### config.mk
export PLATFORM = sky130hd
export DESIGN_NAME = lvdt_phase_sweep_ctrl
export DESIGN_NICKNAME = d
export VERILOG_FILES = /design/src/rtl/lvdt_pkg.sv /design/src/rtl/lvdt_mag_accum.sv /design/src/rtl/lvdt_phase_sweep_ctrl.sv
export SDC_FILE = /design/constraint.sdc
export NUM_CORES = 1
export LEC_CHECK = 0
export ABC_AREA = 1
export BUFFER_PORTS_ARGS = -buffer_cell sky130_fd_sc_hd__buf_2
export CAP_MARGIN = 20
export CORE_MARGIN = 10
export CORE_UTILIZATION = 60
export DETAILED_ROUTE_END_ITERATION = 12
export PLACE_DENSITY = 0.91
export SYNTH_ARGS = -nofsm -noshare
export SYNTH_HDL_FRONTEND = slang
export SYNTH_SLANG_ARGS = --single-unit
### constraint.sdc
create_clock -name clk -period 2.7 [get_ports clk]
set_input_delay 0.135 -clock clk [delete_from_list [all_inputs] [get_ports clk]]
set_output_delay 0.135 -clock clk [all_outputs]
set_load 0.005 [all_outputs]
### src/rtl/lvdt_pkg.sv
// Shared types and sizing for the LVDT phase calibration logic.
// Provides the sweep FSM state encoding and the magnitude accumulator width helper.
package lvdt_pkg;

  localparam int PHASE_W_DEF  = 8;
  localparam int SAMPLE_W_DEF = 16;

  typedef logic [2:0] state_t;

  localparam state_t S_IDLE    = 3'd0;
  localparam state_t S_SETTLE  = 3'd1;
  localparam state_t S_ACCUM   = 3'd2;
  localparam state_t S_COMPARE = 3'd3;
  localparam state_t S_STEP    = 3'd4;
  localparam state_t S_APPLY   = 3'd5;

  // The absolute value is saturated, so 2^nsamp_log2 magnitudes fit without overflow.
  function automatic int mag_w(input int sample_w, input int nsamp_log2);
    return sample_w + nsamp_log2;
  endfunction

endpackage

### src/rtl/lvdt_mag_accum.sv
// Saturating |sample| accumulator over 2^NSAMP_LOG2 qualified samples.
// full is combinational and marks the edge on which the last sample is added.
module lvdt_mag_accum
  import lvdt_pkg::*;
#(
  parameter int SAMPLE_W   = SAMPLE_W_DEF,
  parameter int NSAMP_LOG2 = 4,
  localparam int MAG_W     = mag_w(SAMPLE_W, NSAMP_LOG2)
) (
  input  logic                clk,
  input  logic                reset_n,
  input  logic                clr,
  input  logic                en,
  input  logic                sample_valid,
  input  logic [SAMPLE_W-1:0] sample_data,
  output logic [MAG_W-1:0]    acc,
  output logic                full
);

  localparam int CNT_W = (NSAMP_LOG2 > 0) ? NSAMP_LOG2 : 1;
  localparam logic [CNT_W-1:0]    CNT_LAST = CNT_W'((1 << NSAMP_LOG2) - 1);
  localparam logic [SAMPLE_W-1:0] MOST_NEG = {1'b1, {(SAMPLE_W-1){1'b0}}};
  localparam logic [SAMPLE_W-1:0] MOST_POS = {1'b0, {(SAMPLE_W-1){1'b1}}};

  logic [CNT_W-1:0]    cnt;
  logic [SAMPLE_W-1:0] mag;
  logic                take;

  // Most-negative input has no positive twin; clamp it to full-scale positive.
  always_comb begin
    mag = sample_data;
    if (sample_data == MOST_NEG)
      mag = MOST_POS;
    else if (sample_data[SAMPLE_W-1])
      mag = -sample_data;
  end

  assign take = en & sample_valid;
  assign full = take & (cnt == CNT_LAST);

  always_ff @(posedge clk or negedge reset_n) begin
    if (!reset_n) begin
      acc <= '0;
      cnt <= '0;
    end else if (clr) begin
      acc <= '0;
      cnt <= '0;
    end else if (take) begin
      acc <= acc + MAG_W'(mag);
      cnt <= cnt + 1'b1;
    end
  end

endmodule

### src/rtl/lvdt_phase_sweep_ctrl.sv
// LVDT demod phase auto-calibration: sweeps phase, keeps the max-magnitude point, applies it.
// Define LVDT_PHASE_FINE_EN to add a step-1 fine pass around the coarse best before applying.
module lvdt_phase_sweep_ctrl
  import lvdt_pkg::*;
#(
  parameter int PHASE_W    = PHASE_W_DEF,
  parameter int SAMPLE_W   = SAMPLE_W_DEF,
  parameter int SETTLE_CYC = 1024,
  parameter int NSAMP_LOG2 = 4,
  parameter int STEP       = 4
) (
  input  logic                           clk,
  input  logic                           reset_n,
  input  logic                           start,
  input  logic                           abort,
  input  logic                           cpu_wr,
  input  logic [PHASE_W-1:0]             cpu_phase,
  input  logic                           sample_valid,
  input  logic [SAMPLE_W-1:0]            sample_data,
  output logic [PHASE_W-1:0]             phase_out,
  output logic                           busy,
  output logic                           done,
  output logic [PHASE_W-1:0]             best_phase,
  output logic [SAMPLE_W+NSAMP_LOG2-1:0] best_mag
);

  localparam int MAG_W  = mag_w(SAMPLE_W, NSAMP_LOG2);
  localparam int SCNT_W = $clog2(SETTLE_CYC + 1);
  localparam logic [SCNT_W-1:0]  SETTLE_LOAD = SCNT_W'(SETTLE_CYC - 1);
  localparam logic [PHASE_W:0]   STEP_EXT    = (PHASE_W+1)'(STEP);

  state_t             state;
  logic [PHASE_W-1:0] restore_phase;
  logic [PHASE_W-1:0] run_best_phase;
  logic [MAG_W-1:0]   run_best_mag;
  logic [MAG_W-1:0]   acc;
  logic [SCNT_W-1:0]  settle_cnt;
  logic               acc_clr;
  logic               acc_en;
  logic               acc_full;
  logic [PHASE_W:0]   next_coarse;
  logic               better;

  assign busy        = (state != S_IDLE);
  assign acc_clr     = (state == S_SETTLE) && (settle_cnt == '0);
  assign acc_en      = (state == S_ACCUM);
  assign next_coarse = {1'b0, phase_out} + STEP_EXT;
  // Equal magnitudes only move the best toward a lower phase.
  assign better = (acc > run_best_mag) ||
                  ((acc == run_best_mag) && (phase_out < run_best_phase));

`ifdef LVDT_PHASE_FINE_EN
  localparam logic [PHASE_W:0] REACH = (PHASE_W+1)'(STEP - 1);
  localparam logic [PHASE_W:0] PMAX  = {1'b0, {PHASE_W{1'b1}}};

  logic               fine;
  logic [PHASE_W-1:0] fine_end;
  logic [PHASE_W:0]   best_ext;
  logic [PHASE_W:0]   fine_lo;
  logic [PHASE_W:0]   fine_hi;

  assign best_ext = {1'b0, run_best_phase};
  assign fine_lo  = (best_ext > REACH) ? (best_ext - REACH) : '0;
  assign fine_hi  = ((best_ext + REACH) > PMAX) ? PMAX : (best_ext + REACH);
`endif

  lvdt_mag_accum #(
    .SAMPLE_W   (SAMPLE_W),
    .NSAMP_LOG2 (NSAMP_LOG2)
  ) u_mag_accum (
    .clk          (clk),
    .reset_n      (reset_n),
    .clr          (acc_clr),
    .en           (acc_en),
    .sample_valid (sample_valid),
    .sample_data  (sample_data),
    .acc          (acc),
    .full         (acc_full)
  );

  always_ff @(posedge clk or negedge reset_n) begin
    if (!reset_n) begin
      state          <= S_IDLE;
      phase_out      <= '0;
      restore_phase  <= '0;
      run_best_phase <= '0;
      run_best_mag   <= '0;
      settle_cnt     <= '0;
      best_phase     <= '0;
      best_mag       <= '0;
      done           <= 1'b0;
`ifdef LVDT_PHASE_FINE_EN
      fine           <= 1'b0;
      fine_end       <= '0;
`endif
    end else begin
      done <= 1'b0;
      if (busy && abort) begin
        phase_out <= restore_phase;
        state     <= S_IDLE;
      end else begin
        case (state)
          S_IDLE: begin
            if (start) begin
              restore_phase  <= phase_out;
              phase_out      <= '0;
              run_best_phase <= '0;
              run_best_mag   <= '0;
              settle_cnt     <= SETTLE_LOAD;
              state          <= S_SETTLE;
`ifdef LVDT_PHASE_FINE_EN
              fine           <= 1'b0;
`endif
            end else if (cpu_wr) begin
              phase_out <= cpu_phase;
            end
          end
          S_SETTLE: begin
            if (settle_cnt == '0)
              state <= S_ACCUM;
            else
              settle_cnt <= settle_cnt - 1'b1;
          end
          S_ACCUM: begin
            if (acc_full)
              state <= S_COMPARE;
          end
          S_COMPARE: begin
            if (better) begin
              run_best_mag   <= acc;
              run_best_phase <= phase_out;
            end
            state <= S_STEP;
          end
          S_STEP: begin
`ifdef LVDT_PHASE_FINE_EN
            if (fine) begin
              if (phase_out >= fine_end) begin
                state <= S_APPLY;
              end else begin
                phase_out  <= phase_out + 1'b1;
                settle_cnt <= SETTLE_LOAD;
                state      <= S_SETTLE;
              end
            end else if (next_coarse[PHASE_W]) begin
              fine       <= 1'b1;
              phase_out  <= fine_lo[PHASE_W-1:0];
              fine_end   <= fine_hi[PHASE_W-1:0];
              settle_cnt <= SETTLE_LOAD;
              state      <= S_SETTLE;
            end else begin
              phase_out  <= next_coarse[PHASE_W-1:0];
              settle_cnt <= SETTLE_LOAD;
              state      <= S_SETTLE;
            end
`else
            if (next_coarse[PHASE_W]) begin
              state <= S_APPLY;
            end else begin
              phase_out  <= next_coarse[PHASE_W-1:0];
              settle_cnt <= SETTLE_LOAD;
              state      <= S_SETTLE;
            end
`endif
          end
          S_APPLY: begin
            phase_out  <= run_best_phase;
            best_phase <= run_best_phase;
            best_mag   <= run_best_mag;
            done       <= 1'b1;
            state      <= S_IDLE;
          end
          default: state <= S_IDLE;
        endcase
      end
    end
  end

endmodule

==> results.sh, run 1 <==
export IMPL_fin_worst_skew_ns=0.008400
export IMPL_htree_levels=3
export IMPL_reg2regPathDepth=14
export IMPL_fmax_ghz=0.3941
export IMPL_drc=0
export IMPL_swShare_pct=44.98
export IMPL_clockBufferDepth=2
export IMPL_worstSetupStartpoint="u_mag_accum.acc[19]"
export IMPL_die_area_sq_um=16610
export IMPL_crit_path_end_kind="flip-flop"
export IMPL_cellPowerDensity_nw_per_um2=1015
export IMPL_cap_violations=0
export IMPL_synth_warnings=0
export IMPL_hold_violations=0
export IMPL_drv_slew=0
export IMPL_dr_pass1_iters=8
export IMPL_fp_row_count=39
export IMPL_reg2reg_slack_ns=0.16
export IMPL_p_clk_share_pct=17.1
export IMPL_r2r_end="run_best_mag[9]"
export IMPL_track_usage_pct=23.57
export IMPL_timing_rr_start="u_mag_accum.acc[19]"
export IMPL_cts_root_buf="clkbuf_16"
export IMPL_setup_viol=0
export IMPL_grt_max_degree=55
export IMPL_synth_distinct_cells=52
export IMPL_postRouteAntennaNets=0
export IMPL_dp_cells=1164
export IMPL_hpwl_um=14080
export IMPL_cp_arrival_ns=2.82
export IMPL_pwr_share_seq_pct=31.5
export IMPL_irDropWorstVdd_mv=0.4025
export IMPL_synth_area_sq_um=7114
export IMPL_fin_cells=1185
export IMPL_outcome="completed"
export IMPL_cts_tree="done"
export IMPL_vias=6939
export IMPL_synth_area_leaders="dfrtp_1 39%, nand2_1 12%, ha_1 8.6%"
export IMPL_die_width_um=128.9
export IMPL_grt_pass1_wl_um=32120
export IMPL_io_buffers=67
export IMPL_initial_core_util_pct=61.78
export IMPL_wl_um=20090
export IMPL_viasPerCell=5.856
export IMPL_syn_nets=1004
export IMPL_critical_path_class="reg -> reg"
export IMPL_p_int_w=0.004639
export IMPL_clkSinkCount=111
export IMPL_drt_iter0_markers=813
export IMPL_combinationalPowerShare_pct=51.4
export IMPL_coreArea_sq_um=11520
export IMPL_worst_slew_pin_slew_ns=1.039
export IMPL_p_switching_w=0.003793
export IMPL_seq_area_frac_synth_pct=39.04
export IMPL_antenna_found_initial=0
export IMPL_cp_data_required_time_ns=2.99
export IMPL_ys_ff_latch=111
export IMPL_worstSkewPairLatency_ns=0.35
export IMPL_tns_ns=0
export IMPL_antenna_cells=0
export IMPL_wl_per_cell_um=16.95
export IMPL_final_common_cell="nand2_1"
export IMPL_min_from="cpu_phase[6]"
export IMPL_fin_crit_sh_pct=93.99
export IMPL_grt_pass1_vias=6608
export IMPL_holdWs_ns=0.07468
export IMPL_min_period_ns=2.538
export IMPL_yosys_area_top_type="dfrtp_1"
export IMPL_start_kind="flip-flop"
export IMPL_timing_hold_worst_class="in -> reg"
export IMPL_gr_total_overflow=0
export IMPL_nNetsFinal=1117
export IMPL_drive_gt1_share_pct=20.83
export IMPL_clk_pin_slew_ns=0.07
export IMPL_cts_buffers=9
export IMPL_slew_headroom_pct=30.64
export IMPL_dieHeight_um=128.9
export IMPL_synth_cells=924
export IMPL_cp_endpoint="run_best_mag[9]"
export IMPL_ioPinCount=68
export IMPL_leakagePower_nw=4.302
export IMPL_critPathMaxFanout=13
export IMPL_gp_congestion=0.9870
export IMPL_syn2layout_area_growth_pct=16.80
export IMPL_nFillCells=818
export IMPL_final_cell_mix="230 x nand2_1, 114 x inv_1, 111 x dfrtp_1"
export IMPL_syn_avg_cell_area_sq_um=7.699
export IMPL_synth_top_cell_area_share_pct=39.04
cell usage after synthesis, drive strengths merged:
library cell and n:
a211oi 3, a21boi 2, a21o 5, a21oi 45, a221oi 1, a22o 1, a22oi 1, a31oi 1
a32o 1, buf 13, clkbuf 10, dfrtp 111, dlygate4sd1 1, fa 1, ha 49, inv 125
nand2 244, nand3 63, nand3b 5, nand4 6, nor2 90, nor3 13, nor3b 1, nor4 3
o2111ai 2, o211ai 8, o21a 2, o21ai 85, o21bai 1, o22ai 11, o31ai 2, o32ai 1
or2 1, xnor2 2, xor2 14
registers in the layout, summed over array words and instances (netlist names):
signal,count
best_mag,20
run_best_mag,20
u_mag_accum.acc,20
settle_cnt,11
best_phase,8
phase_out,8
restore_phase,8
run_best_phase,8
u_mag_accum.cnt,4
state,3
done,1
how the worst min path moves through the flow:
stage                                to  slack, ns  cells past startpoint
after floorplan             best_mag[0]      -0.16                      0
after global routing       phase_out[2]       0.11                      3
after detailed placement  settle_cnt[4]       0.19                      1
final                      phase_out[6]       0.07                      3
after CTS                  phase_out[2]       0.07                      3
after global placement    settle_cnt[4]       0.18                      1
through the flow:
step	power [W]	cell area (sq um)	setup WS, ns	utilization [%]
global route	0.008969	8309	-0.09185	72.15
global placement	0.006488	7889	-0.2124	68.50
CTS	0.008226	8213	0.03702	71.32
floorplan	0.005323	7146	0.002059	-
finish	0.008433	8309	0.1624	72.15
detailed placement	0.006688	7889	-0.2831	68.50
power groups by stage:
stage	logic, W	clock network, W	registers [W]
finish	0.00434	0.00144	0.00266
global route	0.00476	0.00151	0.00270
floorplan	0.00275	0	0.00257
detailed placement	0.00403	0	0.00266
global placement	0.00387	0	0.00262
CTS	0.00416	0.00144	0.00263
metal layers:
| layer | up-vias | share of wire [%] | wire length, um | track usage [%] |
|---|---|---|---|---|
| met5 | - | 0 | 0 | 0 |
| met4 | 0 | 3.8 | 767 | 9.632 |
| met3 | 75 | 9.2 | 1847 | 3.984 |
| met2 | 410 | 48 | 9618 | 39.75 |
| met1 | 3208 | 39 | 7852 | 29.46 |
| li1 | 3246 | - | - | - |
what timing repair did:
action	CTS	global route
setup endpoints to repair	0	41
buffers inserted	0	4
hold buffers	1	0
gates resized for setup	0	20
endpoints found under the hold margin	43	0
layout make-up:
class	instances	area [sq um]	share of cell area, %
Multi-Input combinational cell	664	3774	45.41
Sequential cell	111	2778	33.43
Timing Repair Buffer	126	795.8	9.577
Inverter	125	469.2	5.647
Clock buffer	11	232.7	2.801
Tap cell	143	178.9	2.153
Clock inverter	5	81.33	0.9788
worst max-delay path, cell delays in order, from the launching register on:
cell and delay (ns):
dfrtp_1 0.45, ha_1 0.34, nand2_1 0.11, nor2_2 0.19
nand2_2 0.10, nor2_2 0.14, nand3_2 0.11, nor2_1 0.12
nand2_1 0.09, nand2_1 0.12, nand2_1 0.08, nand2_2 0.11
buf_4 0.26, nand3_2 0.14, nand2_1 0.11
kinds of logic (layout without fill, tap and decap cells):
group	after synthesis	after routing	share of synthesized area, %
AOI/OAI and AO/OA	172	172	13.49
xor gates and xnor gates	16	16	1.970
adders and majority gates	50	50	8.899
buffers and inverters	149	267	9.198
DFF	111	111	39.04
and+or+nand+nor	426	426	27.40
(Power assumes the default switching activity.)
==> run 2: changes to the inputs <==
BUFFER_PORTS_ARGS = unset   (was -buffer_cell sky130_fd_sc_hd__buf_2)
CORE_UTILIZATION = 65   (was 60)
DONT_BUFFER_PORTS = 1   (was unset)
clock period = 2.9 ns   (was 2.7 ns; I/O delays follow)
==> run 2 against run 1 <==
Via count shrank 9.7%. Register-to-register slack gained 0.30 ns. Worst setup slack gained 0.19 ns. First-iteration DRC count shrank 25%. Non-clock buffer count shrank 105. Global-route usage shrank 1.6 points. Combinational power shrank 26%. Critical path type is now in -> reg. Flip-flop and latch count is the same. Clock-buffer cell count grew 3. Utilization shrank 2.7 points. Highest routed layer unchanged. Critical endpoint is now u_mag_accum.acc[16]. Clock skew grew 0.014 ns.
==> results.sh, run 2 (same netlist as run 1, synthesis figures left out) <==
export IMPL_fin_crit_sh_pct=87.86
export IMPL_drt_iter0_markers=611
export IMPL_gr_total_overflow=0
export IMPL_fp_row_count=38
export IMPL_leakagePower_nw=3.773
export IMPL_crit_path_end_kind="flip-flop"
export IMPL_worstSkewPairLatency_ns=0.38
export IMPL_die_width_um=124.6
export IMPL_timing_hold_worst_class="in -> reg"
export IMPL_syn2layout_area_growth_pct=5.311
export IMPL_die_area_sq_um=15530
export IMPL_grt_max_degree=112
export IMPL_antenna_cells=0
export IMPL_largestRegisters="best_mag: 20 flops, run_best_mag: 20 flops, u_mag_accum.acc: 20 flops"
export IMPL_vias=6269
export IMPL_critPathMaxFanout=8
export IMPL_nFillCells=834
export IMPL_min_period_ns=2.548
export IMPL_io_buffers=0
export IMPL_drive_gt1_share_pct=9.605
export IMPL_worstSetupStartpoint="sample_data[0]"
export IMPL_gp_congestion=0.9764
export IMPL_reg2regPathDepth=14
export IMPL_timing_rr_start="u_mag_accum.acc[18]"
export IMPL_reg2reg_slack_ns=0.46
export IMPL_clockBufferDepth=2
export IMPL_wl_per_cell_um=15.85
export IMPL_cp_data_required_time_ns=3.17
export IMPL_cts_root_buf="clkbuf_8"
export IMPL_cp_arrival_ns=2.81
export IMPL_nNetsFinal=1012
export IMPL_cap_violations=0
export IMPL_totalPowerFinal_w=0.006670
export IMPL_viasPerCell=5.821
export IMPL_grt_pass1_wl_um=28980
export IMPL_drv_slew=0
export IMPL_worst_slew_pin_slew_ns=0.9696
export IMPL_r2r_end="run_best_mag[13]"
export IMPL_dpl_worst_slack_ns=-0.07880
export IMPL_setup_viol=0
export IMPL_track_usage_pct=21.92
export IMPL_postRouteAntennaNets=0
export IMPL_ioPinCount=68
export IMPL_clk_pin_slew_ns=0.10
export IMPL_cts_buffers=9
export IMPL_fin_ws_ns=0.3520
export IMPL_fmax_ghz=0.3925
export IMPL_utilization_pct=69.42
export IMPL_antenna_found_initial=0
export IMPL_grt_pass1_vias=5854
export IMPL_cp_endpoint="u_mag_accum.acc[16]"
export IMPL_final_common_cell="nand2_1"
export IMPL_hpwl_um=12990
export IMPL_wl_um=17070
export IMPL_critical_path_class="in -> reg"
export IMPL_rsz0062_at_grt="no"
export IMPL_cts_tree="done"
export IMPL_cellPowerDensity_nw_per_um2=890.2
export IMPL_irDropWorstVdd_mv=0.4860
export IMPL_drc=0
export IMPL_fin_cells=1077
export IMPL_outcome="completed"
export IMPL_start_kind="input port"
export IMPL_initial_core_util_pct=65.92
export IMPL_holdWs_ns=0.02827
export IMPL_slew_headroom_pct=35.29
export IMPL_dieHeight_um=124.6
export IMPL_hold_violations=0
export IMPL_clkSinkCount=111
export IMPL_final_cell_mix="233 x nand2_1, 114 x inv_1, 111 x dfrtp_1"
export IMPL_dr_pass1_iters=5
export IMPL_dp_cells=1056
export IMPL_htree_levels=3
export IMPL_fin_worst_skew_ns=0.02205
export IMPL_coreArea_sq_um=10790
[run 2: cell count changes in the layout (fill, tap and decap cells not counted), sizes merged]
cell / before / now
clkinv: 1 / 2
dlygate4sd3: 1 / 4
buf: 125 / 17
clkinvlp: 1 / 0
clkbuf: 11 / 14
inv: 126 / 125
bufinv: 2 / 0
[run 2: power breakdown]
part           switching (W)  internal [W]
combinational        0.00211       0.00111
clock               0.000520      0.000386
sequential          0.000502       0.00204
[run 2: cell type report]
class | count | area, sq um | share of cell area, %
sequential | 111 | 2778 | 37.07
timing repair buffer | 21 | 187.7 | 2.505
inverter | 125 | 469.2 | 6.263
multi-input combinational | 664 | 3696 | 49.33
clock buffer | 14 | 172.7 | 2.305
clock inverter | 2 | 13.76 | 0.1837
tap | 140 | 175.2 | 2.338
[run 2: metrics by stage]
stage	TNS, ns	cell area [sq um]
floorplan	0	7123
global placement	0	7233
detailed placement	-0.1773	7233
CTS	0	7487
global route	0	7492
finish	0	7492
[run 2: worst min path at each step]
stage,cells past startpoint,from,end,slack [ns]
after global placement,0,reset_n,settle_cnt[4],-0.15
after floorplan,0,reset_n,best_mag[0],-0.15
after CTS,2,cpu_phase[5],phase_out[5],0.02
after global routing,2,cpu_phase[5],phase_out[5],0.02
after detailed placement,0,reset_n,settle_cnt[4],-0.15
final,2,cpu_phase[5],phase_out[5],0.03
[run 2: what timing repair did]
action,4_1_cts,5_1_grt
hold buffers,5,0
buffers inserted,0,0
hold endpoints to repair,115,0
gates resized for setup,0,1
endpoints found under the setup margin,0,6
[run 2: per-layer routing]
metal	part of all wire (%)	up-vias	global-route usage [%]	wire length (um)
met1	43	2950	28.67	7337
met3	7.4	37	4.213	1263
li1	-	3034	-	-
met4	2.2	0	7.745	374
met2	47	248	35.36	8095
met5	0	-	0	0
[run 2: worst max-delay path, cell delays in order]
cell and delay (ns):
inv_1 0.06, ha_1 0.16, nand3_1 0.11, nor3_2 0.16
nand3_1 0.14, nor3_2 0.16, nand2_1 0.11, buf_4 0.17
inv_1 0.05, nor2_1 0.05, fa_1 0.45, o21ai_2 0.20
a21oi_1 0.13, o21bai_1 0.27, nand2_1 0.09, nand2_1 0.13
nand3_1 0.09, nand2_1 0.09, nor2_1 0.04
==> run 3: changes to the inputs <==
GPL_ROUTABILITY_DRIVEN = 0   (was unset)
HOLD_SLACK_MARGIN = 0.12   (was unset)
==> run 3 against run 2 <==
Die area did not move. Combinational power barely moved. Cell count up 0.46%. Sequential power about the same. Clock-buffer cell count down 1. Hold slack better by 0.11 ns. Critical path depth decreased by 2. Power fell by 0.75%. Largest cell class unchanged. Critical endpoint is now u_mag_accum.acc[10]. Flip-flop and latch count did not move. Via count down 0.41%.
==> results.sh, run 3 (same netlist as run 1, synthesis figures left out) <==
export IMPL_crit_chain="inv_1 > ha_1 > nand3_1 > nor3_2 > nand3_1 > nor3_1 > nand2_1 > buf_4 > inv_1 > nor2_1 > fa_1 > o21ai_2 > a21oi_1 > o21ai_1 > a21oi_1 > o21ai_0 > o21ai_1"
export IMPL_dr_pass1_iters=7
export IMPL_min_period_ns=2.535
export IMPL_initial_core_util_pct=65.92
export IMPL_dieHeight_um=124.6
export IMPL_cp_arrival_ns=2.79
export IMPL_hold_violations=0
export IMPL_outcome="completed"
export IMPL_tns_ns=0
export IMPL_post_cts_buffers=0
export IMPL_pwr_share_seq_pct=38.6
export IMPL_track_usage_pct=21.42
export IMPL_timing_hold_worst_class="in -> reg"
export IMPL_swShare_pct=47.18
export IMPL_nFillCells=804
export IMPL_drive_gt1_share_pct=9.236
export IMPL_final_common_cell="nand2_1"
export IMPL_grt_pass1_wl_um=28390
export IMPL_critPathTopFamily="compound AO/OA/AOI/OAI gates"
export IMPL_vias=6243
export IMPL_wl_um=16750
export IMPL_holdWs_ns=0.1345
export IMPL_totalPowerFinal_w=0.006620
export IMPL_start_kind="input port"
export IMPL_crit_buf_inv=3
export IMPL_coreArea_sq_um=10790
export IMPL_drv_slew=0
export IMPL_htree_levels=3
export IMPL_syn2layout_area_growth_pct=5.874
export IMPL_worstSkewPairLatency_ns=0.39
export IMPL_grt_max_degree=112
export IMPL_fmax_ghz=0.3945
export IMPL_cts_buffers=9
export IMPL_cts_tree="done"
export IMPL_die_width_um=124.6
export IMPL_leakagePower_nw=3.783
export IMPL_critical_path_class="in -> reg"
export IMPL_ioPinCount=68
export IMPL_setup_viol=0
export IMPL_critPathMaxFanout=7
export IMPL_rsz0062_at_grt="no"
export IMPL_gr_total_overflow=0
export IMPL_p_switching_w=0.003123
export IMPL_hpwl_um=12680
export IMPL_clkSinkCount=111
export IMPL_cp_data_required_time_ns=3.16
export IMPL_wl_per_cell_um=15.48
export IMPL_drt_iter0_markers=567
export IMPL_final_cell_mix="233 x nand2_1, 114 x inv_1, 111 x dfrtp_1"
export IMPL_worst_slew_pin_slew_ns=0.9909
export IMPL_fin_crit_sh_pct=87.41
export IMPL_antenna_cells=0
export IMPL_fp_row_count=38
export IMPL_critPathMaxStageDelay_ns=0.45
export IMPL_cap_violations=0
export IMPL_fin_worst_skew_ns=0.01557
export IMPL_cellPowerDensity_nw_per_um2=878.8
export IMPL_io_buffers=0
export IMPL_postRouteAntennaNets=0
export IMPL_dpl_worst_slack_ns=-0.07824
export IMPL_irDropWorstVdd_mv=0.4099
export IMPL_largestRegisters="best_mag: 20 flops, run_best_mag: 20 flops, u_mag_accum.acc: 20 flops"
export IMPL_grt_pass1_vias=5957
export IMPL_drc=0
export IMPL_clockBufferDepth=2
export IMPL_fin_ws_ns=0.3652
export IMPL_viasPerCell=5.770
export IMPL_p_clk_share_pct=13.0
export IMPL_die_area_sq_um=15530
export IMPL_crit_path_end_kind="flip-flop"
export IMPL_slowest_stage="fa_1"
export IMPL_clk_pin_slew_ns=0.10
export IMPL_slew_headroom_pct=33.87
export IMPL_nNetsFinal=1018
export IMPL_p_int_w=0.003497
export IMPL_combinationalPowerShare_pct=48.5
export IMPL_antenna_found_initial=0
export IMPL_cts_root_buf="clkbuf_8"
## run 3: cell types whose count changed in the layout (fill, tap and decap cells not counted), sizes merged
cell         previous run  this run
buf                    17        16
clkbuf                 14        13
clkinv                  2         0
clkinvlp                0         1
dlygate4sd3             4        11
inv                   125       126
## run 3: path summary, 6_finish.rpt
| path | from | end | slack (ns) | cells past startpoint |
|---|---|---|---|---|
| min | abort | phase_out[1] | 0.13 | 3 |
| max | sample_data[1] | u_mag_accum.acc[10] | 0.37 | 17 |
| min in group asynchronous | reset_n | settle_cnt[4] | 0.33 | 2 |
| max reg2reg | run_best_mag[19] | run_best_phase[7] | 0.53 | 15 |
| min reg2reg | run_best_mag[6] | run_best_mag[6] | 0.48 | 2 |
| max in group asynchronous | reset_n | run_best_mag[8] | 2.11 | 2 |
## run 3: layout make-up
| cell class | instances | area, sq um | share of cell area (%) |
|---|---|---|---|
| tap | 140 | 175.2 | 2.326 |
| multi-input combinational | 664 | 3695 | 49.05 |
| timing repair buffer | 27 | 250.2 | 3.322 |
| sequential | 111 | 2778 | 36.88 |
| clock inverter | 2 | 16.27 | 0.2159 |
| clock buffer | 13 | 148.9 | 1.977 |
| inverter | 125 | 469.2 | 6.229 |
## run 3: worst min-delay path: cells and delay by family
| family | cells | cell delay, ns |
|---|---|---|
| AOI/OAI and AO/OA | 1 | 0.11 |
| and+or+nand+nor | 2 | 0.23 |
## run 3: what timing repair did
action	CTS	global route
setup endpoints to repair	0	5
endpoints found under the hold margin	123	0
hold buffers	12	0
gates resized for setup	0	2
## run 3: stage by stage
| stage | util [%] | cells | cell area, sq um |
|---|---|---|---|
| after floorplan | - | 924 | 7123 |
| after global placement | 66.95 | 1055 | 7226 |
| after detailed placement | 66.95 | 1055 | 7226 |
| after CTS | 69.75 | 1082 | 7528 |
| after global routing | 69.79 | 1082 | 7532 |
| final | 69.79 | 1082 | 7532 |
## run 3: layer usage
layer / global-route usage [%] / share of wire, %
met3: 4.979 / 8.1
met4: 9.321 / 2.8
met5: 0 / 0
met2: 33.93 / 47
met1: 27.36 / 42
## run 3: power by group through the flow
stage | clock network [W] | registers (W) | logic (W)
2_1_floorplan | 0 | 0.00239 | 0.00256
3_3_place_gp | 0 | 0.00255 | 0.00297
3_5_place_dp | 0 | 0.00258 | 0.00309
4_1_cts | 0.000861 | 0.00255 | 0.00317
5_1_grt | 0.000918 | 0.00262 | 0.00366
6_report | 0.000859 | 0.00255 | 0.00321
